**config.mk**
```make
export PLATFORM = sky130hd
export DESIGN_NAME = weight_ser_tx
export DESIGN_NICKNAME = d
export VERILOG_FILES = /design/src/rtl/weight_ser_tx_pkg.sv /design/src/rtl/weight_tx_shifter.sv /design/src/rtl/weight_ser_tx.sv
export SDC_FILE = /design/constraint.sdc
export NUM_CORES = 1
export LEC_CHECK = 0
export BUFFER_PORTS_ARGS = -buffer_cell sky130_fd_sc_hd__buf_2
export CORE_ASPECT_RATIO = 1.75
export CORE_UTILIZATION = 50
export DETAILED_ROUTE_END_ITERATION = 12
export PLACE_DENSITY_LB_ADDON = 0.08
export SYNTH_ARGS = -nofsm -noshare
export SYNTH_HDL_FRONTEND = slang
export SYNTH_SLANG_ARGS = --single-unit
```
**constraint.sdc**
```tcl
create_clock -name CLK -period 1.8 [get_ports CLK]
set_input_delay 0 -clock CLK [delete_from_list [all_inputs] [get_ports CLK]]
set_output_delay 0 -clock CLK [all_outputs]
set_load 0.005 [all_outputs]
```
**src/rtl/weight_ser_tx_pkg.sv**
```systemverilog
// Shared constants and state encoding for the serial weight transmitter.
package weight_ser_tx_pkg;
  localparam int         TX_LENGTH       = 16;
  localparam int         TX_MAX_FEATURES = 15;
  localparam int         TX_IDX_WIDTH    = 4;
  localparam logic [7:0] HDR_TAG         = 8'hA5;

  typedef enum logic [1:0] {IDLE, PRIME, SHIFT, DONE} tx_state_e;
endpackage

```
**src/rtl/weight_tx_shifter.sv**
```systemverilog
// LENGTH-bit parallel-in/serial-out register, LSB first, with bit counter
// and flags for the read-ahead point (LENGTH-2) and the last bit (LENGTH-1).
module weight_tx_shifter #(
  parameter int LENGTH = 16
) (
  input  logic              i_clk,
  input  logic              i_rst,
  input  logic              i_load,
  input  logic              i_shift,
  input  logic [LENGTH-1:0] i_data,
  output logic              o_bit,
  output logic              o_pre_last,
  output logic              o_last
);
  localparam int BW = $clog2(LENGTH);

  logic [LENGTH-1:0] r_sh;
  logic [BW-1:0]     r_cnt;

  // Load restarts the count; shift moves the next bit into position 0.
  always_ff @(posedge i_clk) begin
    if (i_rst) begin
      r_sh  <= '0;
      r_cnt <= '0;
    end else if (i_load) begin
      r_sh  <= i_data;
      r_cnt <= '0;
    end else if (i_shift) begin
      r_sh  <= r_sh >> 1;
      r_cnt <= r_cnt + BW'(1);
    end
  end

  assign o_bit      = r_sh[0];
  assign o_pre_last = (r_cnt == BW'(LENGTH-2));
  assign o_last     = (r_cnt == BW'(LENGTH-1));
endmodule

```
**src/rtl/weight_ser_tx.sv**
```systemverilog
// Serial weight transmitter: reads feat+1 words (highest index first) from a
// 1-cycle synchronous memory and shifts them out LSB first with no gaps.
// The next word is read at bit LENGTH-2 so it is loaded exactly at bit LENGTH-1.
// Optional: define WEIGHT_TX_HEADER_EN to prefix the frame with {A5, 0, feat}.
module weight_ser_tx
  import weight_ser_tx_pkg::*;
#(
  parameter int LENGTH       = TX_LENGTH,
  parameter int MAX_FEATURES = TX_MAX_FEATURES,
  parameter int IDX_WIDTH    = TX_IDX_WIDTH
) (
  input  logic                 CLK,
  input  logic                 RST,
  input  logic                 start,
  input  logic [IDX_WIDTH-1:0] feat,
  output logic                 rd_en,
  output logic [IDX_WIDTH-1:0] rd_addr,
  input  logic [LENGTH-1:0]    rd_data,
  output logic                 S_out,
  output logic                 tx_valid,
  output logic                 busy,
  output logic                 done_tx
);
  tx_state_e            r_state, w_state_nxt;
  logic [IDX_WIDTH-1:0] r_widx, r_addr, w_rd_idx, w_feat_cl;
  logic                 w_rd_req, w_load, w_shift, w_latch, w_widx_dec;
  logic                 w_sh_bit, w_pre_last, w_last, w_in_hdr;
  logic [LENGTH-1:0]    w_ld_data;

  // Widen before comparing so the clamp stays meaningful for any IDX_WIDTH.
  assign w_feat_cl = ({1'b0, feat} > (IDX_WIDTH+1)'(MAX_FEATURES)) ?
                     IDX_WIDTH'(MAX_FEATURES) : feat;

`ifdef WEIGHT_TX_HEADER_EN
  logic                 r_hdr;
  logic [IDX_WIDTH-1:0] r_feat_q;

  // Header flag is set for the first word of every frame.
  always_ff @(posedge CLK) begin
    if (RST) begin
      r_hdr    <= 1'b0;
      r_feat_q <= '0;
    end else if (w_latch) begin
      r_hdr    <= 1'b1;
      r_feat_q <= w_feat_cl;
    end else if (r_state == SHIFT && w_last) begin
      r_hdr    <= 1'b0;
    end
  end

  assign w_in_hdr  = r_hdr;
  assign w_ld_data = (r_state == PRIME) ?
                     {HDR_TAG, {(LENGTH-8-IDX_WIDTH){1'b0}}, r_feat_q} : rd_data;
`else
  assign w_in_hdr  = 1'b0;
  assign w_ld_data = rd_data;
`endif

  // Next state, read requests and shifter control.
  always_comb begin
    w_state_nxt = r_state;
    w_rd_req    = 1'b0;
    w_rd_idx    = r_widx;
    w_load      = 1'b0;
    w_shift     = 1'b0;
    w_latch     = 1'b0;
    w_widx_dec  = 1'b0;
    unique case (r_state)
      IDLE: if (start) begin
        w_latch     = 1'b1;
        w_state_nxt = PRIME;
`ifndef WEIGHT_TX_HEADER_EN
        w_rd_req    = 1'b1;
        w_rd_idx    = w_feat_cl;
`endif
      end
      PRIME: begin
        w_load      = 1'b1;
        w_state_nxt = SHIFT;
      end
      SHIFT: begin
        w_shift = 1'b1;
        if (w_pre_last) begin
          if (w_in_hdr) begin
            w_rd_req = 1'b1;
          end else if (r_widx != '0) begin
            w_rd_req = 1'b1;
            w_rd_idx = r_widx - IDX_WIDTH'(1);
          end
        end
        if (w_last) begin
          w_shift = 1'b0;
          if (w_in_hdr) begin
            w_load = 1'b1;
          end else if (r_widx != '0) begin
            w_load     = 1'b1;
            w_widx_dec = 1'b1;
          end else begin
            w_state_nxt = DONE;
          end
        end
      end
      DONE: w_state_nxt = IDLE;
      default: w_state_nxt = IDLE;
    endcase
  end

  // State, word index and last read address.
  always_ff @(posedge CLK) begin
    if (RST) begin
      r_state <= IDLE;
      r_widx  <= '0;
      r_addr  <= '0;
    end else begin
      r_state <= w_state_nxt;
      if (w_latch)         r_widx <= w_feat_cl;
      else if (w_widx_dec) r_widx <= r_widx - IDX_WIDTH'(1);
      if (w_rd_req)        r_addr <= w_rd_idx;
    end
  end

  weight_tx_shifter #(.LENGTH(LENGTH)) u_shifter (
    .i_clk      (CLK),
    .i_rst      (RST),
    .i_load     (w_load),
    .i_shift    (w_shift),
    .i_data     (w_ld_data),
    .o_bit      (w_sh_bit),
    .o_pre_last (w_pre_last),
    .o_last     (w_last)
  );

  assign rd_en    = w_rd_req & ~RST;
  assign rd_addr  = rd_en ? w_rd_idx : r_addr;
  assign S_out    = (r_state == SHIFT) & w_sh_bit;
  assign tx_valid = (r_state == SHIFT);
  assign busy     = (r_state != IDLE);
  assign done_tx  = (r_state == DONE);
endmodule

```
# Word level (Yosys, flattened, before mapping)
# Index checks and enable logic that the tools add are counted.
# Widths: inputs -> output; s select.
[word_totals] output_inout_bits=9 wordCells=48 ff_bits=30
[classes] n_eq_ne=8 muxes=23 n_reduce_logical=7 n_bitwise=3 n_addsub=2
[op_table] operator="$mux 16" n=2
[op_table] operator="$mux 4" n=6
[op_table] operator="$eq 4x4->1 const B" n=2
[op_table] operator="$mux 1" n=8
[op_table] operator="$pmux 2 s4" n=1
[op_table] operator="$pmux 4 s2" n=1
[op_table] operator="$mux 2" n=3
[op_table] operator="$reduce_bool 2->1" n=3
[op_table] operator="$add 4x1->4 const B" n=1
[op_table] operator="$eq 2x2->1 const B" n=2
[op_table] operator="$ne 2x2->1 const B" n=2
[op_table] operator="$pmux 1 s2" n=2
[op_table] operator="$reduce_bool 4->1" n=1
[op_table] operator="$sub 4x1->4 const B" n=1
[op_table] operator="$reduce_and 3->1" n=1
[op_table] operator="$and 1x1->1" n=2
[op_table] operator="$eq 2x1->1 const B" n=1
[op_table] operator="$logic_not 2->1" n=1
[op_table] operator="$ne 2x1->1 const B" n=1
[op_table] operator="$reduce_or 2->1" n=1
[op_table] operator="$not 1->1" n=1

# Logic depth before layout (Yosys ltp)
# Gate-level depths: netlist of run 1.
[depth] word_depth=6 mapped_depth=8

# Hierarchy
# A second synthesis of run 1 with hierarchy kept.
[hier_totals] cells_unflattened=190 area_unflattened_um2=1755.4
[modules_own_cells] module="weight_tx_shifter" seq_area_each_um2=400.4 area_each_um2=945.9 cells_per_inst=93 n_inst=1
[modules_own_cells] module="weight_ser_tx" seq_area_each_um2=200.2 area_each_um2=809.5 cells_per_inst=97 n_inst=1

# Worst setup path before layout of run 1
# OpenSTA, ideal clock, no wires.
[synth_path] path_type="register -> register" startpoint="reg r_widx[0]" endpoint="reg u_shifter.r_sh[0]" setup_slack_ns=-0.056 setup_time_ns=0.141 path_buffers=2 path_stages_with_launch=9 required_time_ns=1.659 synth_period_minus_slack_ns=1.856 arrival_time_ns=1.715 cell_sequence="dfxtp_1 -> inv_1 -> ha_1 -> or3b_1 -> buf_6 -> a31o_2 -> nand2_1 -> buf_6 -> a311oi_2"
[synth_via] elab_chain_len=5
[synth_lines] element="from (decl)" line_no="weight_ser_tx.sv:25" rtl="logic [IDX_WIDTH-1:0] r_widx, r_addr, w_rd_idx, w_feat_cl;"
[synth_lines] element="from (signal assigned)" line_no="weight_ser_tx.sv:116" rtl="if (w_latch) r_widx <= w_feat_cl;"
[synth_lines] element="from (signal assigned)" line_no="weight_ser_tx.sv:117" rtl="else if (w_widx_dec) r_widx <= r_widx - IDX_WIDTH'(1);"
[synth_lines] element="$reduce_bool 4->1 (*)" line_no="weight_ser_tx.sv:95" rtl="end else if (r_widx != '0) begin"
[synth_lines] element="$mux 1 (*)" line_no="weight_ser_tx.sv:95"
[synth_lines] element="$mux 1 (*)" line_no="weight_ser_tx.sv:91" rtl="if (w_last) begin"
[synth_lines] element="$pmux 1 s2 (*)" line_no="weight_ser_tx.sv:68" rtl="unique case (r_state)"
[synth_lines] element="$mux 16 / $reduce_bool 2->1 (equally long branches)"
[synth_lines] element="to (signal assigned)" line_no="weight_tx_shifter.sv:26" rtl="r_sh <= i_data;"
[synth_lines] element="to (signal assigned)" line_no="weight_tx_shifter.sv:29" rtl="r_sh <= r_sh >> 1;"
[synth_lines] element="to (decl)" line_no="weight_tx_shifter.sv:17" rtl="logic [LENGTH-1:0] r_sh;"
# Every way passes the cells marked *; elsewhere a longest branch is shown, timed or not.
# A chain may end at the register's enable or synchronous reset.

# Final worst setup path of run 1
[layout_path] startpoint="reg r_widx[1]" endpoint="out rd_addr[1]"
[layout_via] elab_chain_len=6
[layout_lines] element="parallel branches: the longest is 5 deep, another holds $sub 4x1->4"
[layout_lines] element="$mux 4 (*)" line_no="weight_ser_tx.sv:134" rtl="assign rd_addr = rd_en ? w_rd_idx : r_addr;"
[layout_lines] element="to (decl)" line_no="weight_ser_tx.sv:17" rtl="output logic [IDX_WIDTH-1:0] rd_addr,"
# Mark *: on every way between the ends.

==> metrics.cfg, run 1 <==
[critical_path]
critical_path.cell_chain=inv_2, ha_4, nor3b_4, or4_1, and4_4, a21oi_2, buf_2
setup.worst_path.class=flip-flop to output port
worst_r2r_startpoint=r_widx[1]
crit_required_ps=1800
critical_path.max_fanout=4
cp.arrival_ps=1860
critPathLaunch=r_widx[1]
critPathLaunchType=flip-flop
cpMaxStageDelayCell=sky130_fd_sc_hd__or4_1
endpoint_kind=output port
crit_path_max_incr_delay_ps=480

[clock_tree]
htree_levels=2
clkSlewWorstSetupHoldPaths_ps=70
ctsRootBufferMaster=sky130_fd_sc_hd__clkbuf_8
clkLatencyLatePin_ps=280
clock_tree.buffer_depth=2
cts_tree=built
clock-sinks=30
total_clock_buffers_created_by_cts=5

[cells_and_area]
diodes=0
final_net_count=289
fillers=285
final_cell_area_sq_um=2410
layoutNonFillerInstCount=305
area.growth.synth_to_final_pct=36.2
final_layout_size_suffix_gt1_frac=0.431

[sta]
finalHoldViolations=0
rsz_0062_raised_after_global_routing=yes
report.final.setup_viol=4
fin_worst_skew_ps=7.44
hold_ws_ps=11.7
period_minus_slack_ps=1860
slew_headroom=0.582
final.setup.worst_slack_ps=-63.0
tightest_pin_transition_ps=627
max_freq_ghz=0.537
timing_max_transition_violations_final=0
final_min_period_over_clock_period=1.03

[global_routing]
grt_pass1_vias=1781
grt.total_usage=0.305
grt_antenna_before_repair=0
grt_start_max_net_pins=29
grt.overflow.total=0
grt_first_pass_wirelength_microns=8190

[synth]
ys_warn_count=0
post-synth-top-area-fraction=0.339
dominantRegCellSynth=sky130_fd_sc_hd__dfxtp_1
ys_async_sr_fraction=0
synthesis.nets=239
synthCells=209
yosys.cell_types.count=44
avgSynthCellArea_sq_um=8.47
synth_enable_flop_cells=0
synth-seq-area-share=0.339
netlist_area_before_placement_sq_um=1770
ys_seq_elements=30
yosys.area.top_type=sky130_fd_sc_hd__dfxtp_1
netlist_top_cells_area=sky130_fd_sc_hd__dfxtp_1, sky130_fd_sc_hd__nand2_1, sky130_fd_sc_hd__a311oi_2, sky130_fd_sc_hd__nor3_1, sky130_fd_sc_hd__ha_1

[run_status]
outcome=complete, but fails checks
violations_in_the_final_reports=setup timing

[die]
initial_utilization=0.526
die-area_sq_um=3790
design.portCount=32
row_count=28
die_x_microns=47.0
core_area_sq_um=3360
floorplan.die.height_microns=80.7

[placement]
port-buffer-count=31
preCtsSetupSlack_ps=-32.2
instance_count_after_placement_with_tap_cells_included=289
place.gp.congestion=0.892
dpl-instance-area_sq_um=2070
place.detailed.hpwl_microns=3550

[hold_path]
hp-start=feat[2]
worstHoldPathType=primary input to flip-flop

[drt]
detailedRoute.firstPassIterationCount=4
drtIter0Drc=53
wirelength_microns=5140
avgRoutedWirePerCell_microns=16.9
num_vias=1799
ant_nets=0
post_drt_via_cell_ratio=5.90
post-route-drc-count=0

[pwr]
p_per_area_nw_per_um2=1590
cellLeakagePower_nw=0.886
ir_worst_vdd_uv=968

[flow_run]
timing.max_cap.violations=0

[metrics by stage]
stage	setup TNS (ps)	power, mW	util
detailed placement	-33.3	2.74	0.615
finish	-122	3.84	0.717
CTS	-250	3.73	0.706
global placement	0	2.66	0.615
global route	-381	4.07	0.717
floorplan	0	2.16	-
[cell usage in the layout (no fill, tap or decap), types with 2 or more instances in the layout]
master / synthesis / routed
sky130_fd_sc_hd__nand2_1: 38 / 36
sky130_fd_sc_hd__buf_2: 4 / 31
sky130_fd_sc_hd__dfxtp_1: 30 / 25
sky130_fd_sc_hd__nor3_1: 21 / 20
sky130_fd_sc_hd__buf_4: 0 / 20
sky130_fd_sc_hd__a311oi_2: 9 / 10
sky130_fd_sc_hd__a21oi_1: 10 / 8
sky130_fd_sc_hd__nor2_1: 7 / 7
sky130_fd_sc_hd__a311oi_1: 8 / 7
sky130_fd_sc_hd__nand3_1: 7 / 6
sky130_fd_sc_hd__clkbuf_8: 1 / 5
sky130_fd_sc_hd__inv_2: 0 / 4
sky130_fd_sc_hd__o21ai_0: 5 / 4
sky130_fd_sc_hd__ha_4: 0 / 4
sky130_fd_sc_hd__dfxtp_2: 0 / 4
sky130_fd_sc_hd__inv_1: 8 / 3
sky130_fd_sc_hd__a31o_2: 3 / 3
sky130_fd_sc_hd__nand4_1: 3 / 3
sky130_fd_sc_hd__xor2_1: 3 / 3
sky130_fd_sc_hd__xnor2_1: 3 / 3
sky130_fd_sc_hd__ha_1: 7 / 3
sky130_fd_sc_hd__buf_12: 0 / 3
sky130_fd_sc_hd__nand2_2: 0 / 2
sky130_fd_sc_hd__o211ai_1: 2 / 2
sky130_fd_sc_hd__and2_1: 3 / 2
sky130_fd_sc_hd__a21oi_2: 0 / 2
sky130_fd_sc_hd__a31oi_1: 2 / 2
sky130_fd_sc_hd__a211oi_1: 2 / 2
sky130_fd_sc_hd__clkinv_2: 0 / 2
sky130_fd_sc_hd__buf_6: 3 / 2
[worst paths after layout]
| kind | slack (ps) | cells past startpoint | end |
|---|---|---|---|
| max reg2reg | 60 | 7 | u_shifter.r_sh[0] |
| min reg2reg | 490 | 2 | u_shifter.r_sh[11] |
| min | 10 | 3 | r_widx[2] |
| max | -60 | 7 | rd_addr[1] |
[flip-flops by register name, indices dropped and copies added, names as in the netlist]
register / count
u_shifter.r_sh: 16
r_state: 2
r_addr: 4
r_widx: 4
u_shifter.r_cnt: 4
[area by class of cell]
type	instances	area [sq um]	share of cell area
multi-input cells	156	1200	0.498
flip-flops and latches	30	609	0.253
repair buffers	57	398	0.165
clock buffers	5	68.8	0.0286
well taps	45	56.3	0.0234
clock inverters	3	40.0	0.0166
inverters	9	36.3	0.0151
[synth_stat cells (3+ instances only)]
library cell	n
sky130_fd_sc_hd__xnor2_1	3
sky130_fd_sc_hd__clkbuf_1	5
sky130_fd_sc_hd__nand2_1	38
sky130_fd_sc_hd__dfxtp_1	30
sky130_fd_sc_hd__buf_6	3
sky130_fd_sc_hd__a311oi_2	9
sky130_fd_sc_hd__xor2_1	3
sky130_fd_sc_hd__nand3_1	7
sky130_fd_sc_hd__a311oi_1	8
sky130_fd_sc_hd__o21ai_0	5
sky130_fd_sc_hd__and2_1	3
sky130_fd_sc_hd__nor2_1	7
sky130_fd_sc_hd__a21oi_1	10
sky130_fd_sc_hd__a31o_2	3
sky130_fd_sc_hd__inv_1	8
sky130_fd_sc_hd__nor3_1	21
sky130_fd_sc_hd__ha_1	7
sky130_fd_sc_hd__nand4_1	3
sky130_fd_sc_hd__buf_2	4
[worst max-delay path, delay by kind of cell (launching register included)]
family / cells / cell delay [ps]
and+or+nand+nor: 3 / 810
DFF: 1 / 340
buffers and inverters: 2 / 160
adders and majority gates: 1 / 160
AOI/OAI and AO/OA: 1 / 110
[power by group]
part	switching (mW)	internal [mW]	total (mW)
combinational	1.13	0.981	2.11
sequential	0.161	0.881	1.04
clock	0.280	0.407	0.687
total	1.57	2.27	3.84
[metal layers]
layer,GRT usage,up-vias,share of wire
met5,0,-,0
met4,0.177,0,0.036
met3,0.0787,14,0.032
met2,0.535,52,0.55
met1,0.300,866,0.38
li1,-,867,-
[timing repair]
action	CTS	global route
endpoints found under the setup margin	12	8
pin swaps	7	6
gates resized for setup	36	7
hold endpoints to repair	1	0
buffers inserted	5	2
hold buffers	1	0
gates cloned	1	0
[cell families (layout without fill, tap and decap cells)]
| group | after synthesis | count (layout) | share of synthesized area |
|---|---|---|---|
| multiplexers | 3 | 3 | 0.0177 |
| flip-flops | 30 | 30 | 0.339 |
| XOR/XNOR | 6 | 6 | 0.0297 |
| AO/OA/AOI/OAI | 51 | 51 | 0.255 |
| buffers and inverters | 23 | 74 | 0.0700 |
| AND/OR/NAND/NOR | 89 | 89 | 0.239 |
| adder cells (fa/ha/maj) | 7 | 7 | 0.0495 |
(Power assumes the default switching activity.)
==> inputs of run 2 (changes only) <==
--- a/config.mk
+++ b/config.mk
@@ -6,10 +6,12 @@
 export NUM_CORES = 1
 export LEC_CHECK = 0
 export BUFFER_PORTS_ARGS = -buffer_cell sky130_fd_sc_hd__buf_2
+export CELL_PAD_IN_SITES_DETAIL_PLACEMENT = 0
+export CELL_PAD_IN_SITES_GLOBAL_PLACEMENT = 1
 export CORE_ASPECT_RATIO = 1.75
-export CORE_UTILIZATION = 50
+export CORE_UTILIZATION = 37
 export DETAILED_ROUTE_END_ITERATION = 12
-export PLACE_DENSITY_LB_ADDON = 0.08
+export PLACE_DENSITY = 0.74
 export SYNTH_ARGS = -nofsm -noshare
 export SYNTH_HDL_FRONTEND = slang
 export SYNTH_SLANG_ARGS = --single-unit
==> metrics.cfg, run 2 (synthesis gave the netlist of run 1 again) <==
[cells_and_area]
final_layout_size_suffix_gt1_frac=0.520  ; was 0.431
largest_reg_flops=16  ; unchanged
diodes=0  ; unchanged
area.growth.synth_to_final_pct=55.7  ; was 36.2%
final_net_count=304  ; was 289
final_common_cell=sky130_fd_sc_hd__nand2_1  ; unchanged
fillers=387  ; was 285
largest_register=u_shifter.r_sh  ; unchanged
mostFrequentLayoutCells=sky130_fd_sc_hd__nand2_1, sky130_fd_sc_hd__buf_4, sky130_fd_sc_hd__buf_2  ; was sky130_fd_sc_hd__nand2_1, sky130_fd_sc_hd__buf_2, sky130_fd_sc_hd__dfxtp_1

[sta]
period_minus_slack_ps=1840  ; was 1860 ps
fin_worst_skew_ps=6.98  ; was 7.44 ps
max_freq_ghz=0.543  ; was 0.537 GHz
final.setup.worst_slack_ps=-41.8  ; was -63.0 ps
report.final.setup_viol=8  ; was 4
tightest_pin_transition_ps=372  ; was 627 ps
hold_ws_ps=4.93  ; was 11.7 ps
timing_max_transition_violations_final=0  ; unchanged
final_min_period_over_clock_period=1.02  ; was 1.03
rsz_0062_raised_after_global_routing=yes  ; unchanged
finalHoldViolations=0  ; unchanged
finalSetupTns_ps=-124  ; was -122 ps
slew_headroom=0.752  ; was 0.582

[drt]
detailedRoute.firstPassIterationCount=4  ; unchanged
ant_nets=0  ; unchanged
drtIter0Drc=22  ; was 53
post_drt_via_cell_ratio=5.51  ; was 5.90
wl_met3_microns=152  ; was 163 microns
met1_length_microns=1950  ; was 1960 microns
met2WireLength_microns=2850  ; was 2830 microns
num_vias=1795  ; was 1799
post-route-drc-count=0  ; unchanged
wirelength_microns=5100  ; was 5140 microns
top_layer_used_by_detailed_routing=met4  ; unchanged
avgRoutedWirePerCell_microns=15.7  ; was 16.9 microns

[placement]
place.detailed.hpwl_microns=3300  ; was 3550 microns
place.gp.congestion=0.854  ; was 0.892
preCtsSetupSlack_ps=21.6  ; was -32.2 ps
port-buffer-count=31  ; unchanged

[hold_path]
worstHoldPathType=primary input to flip-flop  ; unchanged
hold-path-cell-count=3  ; unchanged

[clock_tree]
clkSlewWorstSetupHoldPaths_ps=70  ; about the same
htree_levels=2  ; unchanged
total_clock_buffers_created_by_cts=5  ; unchanged
ctsRootBufferMaster=sky130_fd_sc_hd__clkbuf_8  ; unchanged
clock-sinks=30  ; unchanged
clock_tree.buffer_depth=2  ; unchanged
cts_tree=built  ; unchanged
clkLatencyLatePin_ps=290  ; was 280 ps

[global_routing]
grt_pass1_vias=1687  ; was 1781
grt.overflow.total=0  ; unchanged
grt_first_pass_wirelength_microns=7790  ; was 8190 microns
grt_start_max_net_pins=28  ; was 29
grt_antenna_before_repair=0  ; unchanged
grt.total_usage=0.212  ; was 0.305

[pwr]
p_sw_frac=0.420  ; was 0.408
switchingPower_mw=1.79  ; was 1.57 mW
ir_worst_vdd_uv=885  ; was 968 uV
p_per_area_nw_per_um2=1540  ; was 1590 nW/um^2
cellLeakagePower_nw=1.05  ; was 0.886 nW
power.share.clock=0.155  ; was 0.179
combPwrFrac=0.605  ; was 0.549
pwr-share-seq=0.240  ; was 0.272
p_int_mw=2.46  ; was 2.27 mW

[critical_path]
crit_path_max_incr_delay_ps=500  ; was 480 ps
critPathLaunchType=flip-flop  ; unchanged
crit_required_ps=1800  ; about the same
cp_common_cell=sky130_fd_sc_hd__inv_4
endpoint_kind=output port  ; unchanged
worstRegToRegCells=8  ; was 7
cpLargestDelayFamily=simple AND/OR/NAND/NOR gates  ; unchanged
worst-path-buf-inv=3  ; was 2
cp.arrival_ps=1840  ; was 1860 ps
setup.worst_path.class=flip-flop to output port  ; unchanged
critical_path.max_fanout=5  ; was 4
cpMaxStageDelayCell=sky130_fd_sc_hd__or4_1  ; unchanged
path_depth=7  ; unchanged
critical_path.cell_chain=inv_4, ha_4, inv_4, or4_1, and4_1, a21oi_2, buf_2  ; was inv_2, ha_4, nor3b_4, or4_1, and4_4, a21oi_2, buf_2

[die]
floorplan.die.height_microns=93.5  ; was 80.7 microns
die_x_microns=54.3  ; was 47.0 microns
core_area_sq_um=4480  ; was 3360 sq um
initial_utilization=0.395  ; was 0.526
design.portCount=32  ; unchanged
die-area_sq_um=5070  ; was 3790 sq um
row_count=32  ; was 28

[run_status]
violations_in_the_final_reports=setup timing  ; unchanged
outcome=complete, but fails checks  ; unchanged

[flow_run]
timing.max_cap.violations=0  ; unchanged

[run 2: cell types whose count changed in the layout (fill, tap and decap cells not counted), moves of 2 or more]
| cell | previous run | this run |
|---|---|---|
| sky130_fd_sc_hd__nor3_2 | 1 | 3 |
| sky130_fd_sc_hd__nor3_1 | 20 | 6 |
| sky130_fd_sc_hd__buf_4 | 20 | 32 |
| sky130_fd_sc_hd__clkbuf_16 | 0 | 2 |
| sky130_fd_sc_hd__clkbuf_8 | 5 | 8 |
| sky130_fd_sc_hd__clkinv_2 | 2 | 0 |
| sky130_fd_sc_hd__nor3_4 | 0 | 12 |
[run 2: power by group through the flow]
| stage | Sequential, mW | Clock [mW] | Combinational (mW) |
|---|---|---|---|
| floorplan | 0.986 | 0 | 1.17 |
| global placement | 1.01 | 0 | 1.75 |
| detailed placement | 1.01 | 0 | 1.75 |
| CTS | 1.02 | 0.669 | 2.09 |
| global route | 1.05 | 0.694 | 2.80 |
| finish | 1.02 | 0.659 | 2.57 |
[run 2: what timing repair did]
action	in CTS	in global routing
gates resized for setup	38	40
pin swaps	5	18
buffers inserted	11	5
endpoints found under the hold margin	1	0
gates cloned	0	2
setup endpoints to repair	6	20
hold buffers	1	0
[run 2: final timing paths]
check | startpoint | endpoint | slack, ps
setup / recovery | r_state[0] | rd_addr[1] | -40
hold / removal | feat[2] | r_widx[2] | 5
setup reg to reg | r_widx[1] | u_shifter.r_sh[9] | -40
hold reg to reg | u_shifter.r_sh[12] | u_shifter.r_sh[11] | 480
[run 2: layer usage]
metal	track usage	vias up
met5	0	-
li1	-	897
met4	0.111	0
met2	0.373	44
met1	0.219	844
met3	0.0455	10
[run 2: stage by stage]
step                utilization  std cells  area [sq um]  power (mW)
floorplan                     -        209          1770        2.16
global placement          0.470        299          2110        2.76
detailed placement        0.470        299          2110        2.76
CTS                       0.547        319          2450        3.77
global route              0.614        326          2760        4.54
finish                    0.614        326          2760        4.25
[run 2: layout make-up]
type,count,area [sq um],area share
multi-input combinational,156,1380,0.502
clock buffer,8,110,0.0400
timing repair buffer,72,549,0.199
tap,51,63.8,0.0232
inverter,9,38.8,0.0141
sequential,30,609,0.221
[run 2: worst min-delay path, stage by stage]
cell and delay, ps:
sky130_fd_sc_hd__buf_2 100, sky130_fd_sc_hd__nor2_1 90, sky130_fd_sc_hd__a211oi_1 50
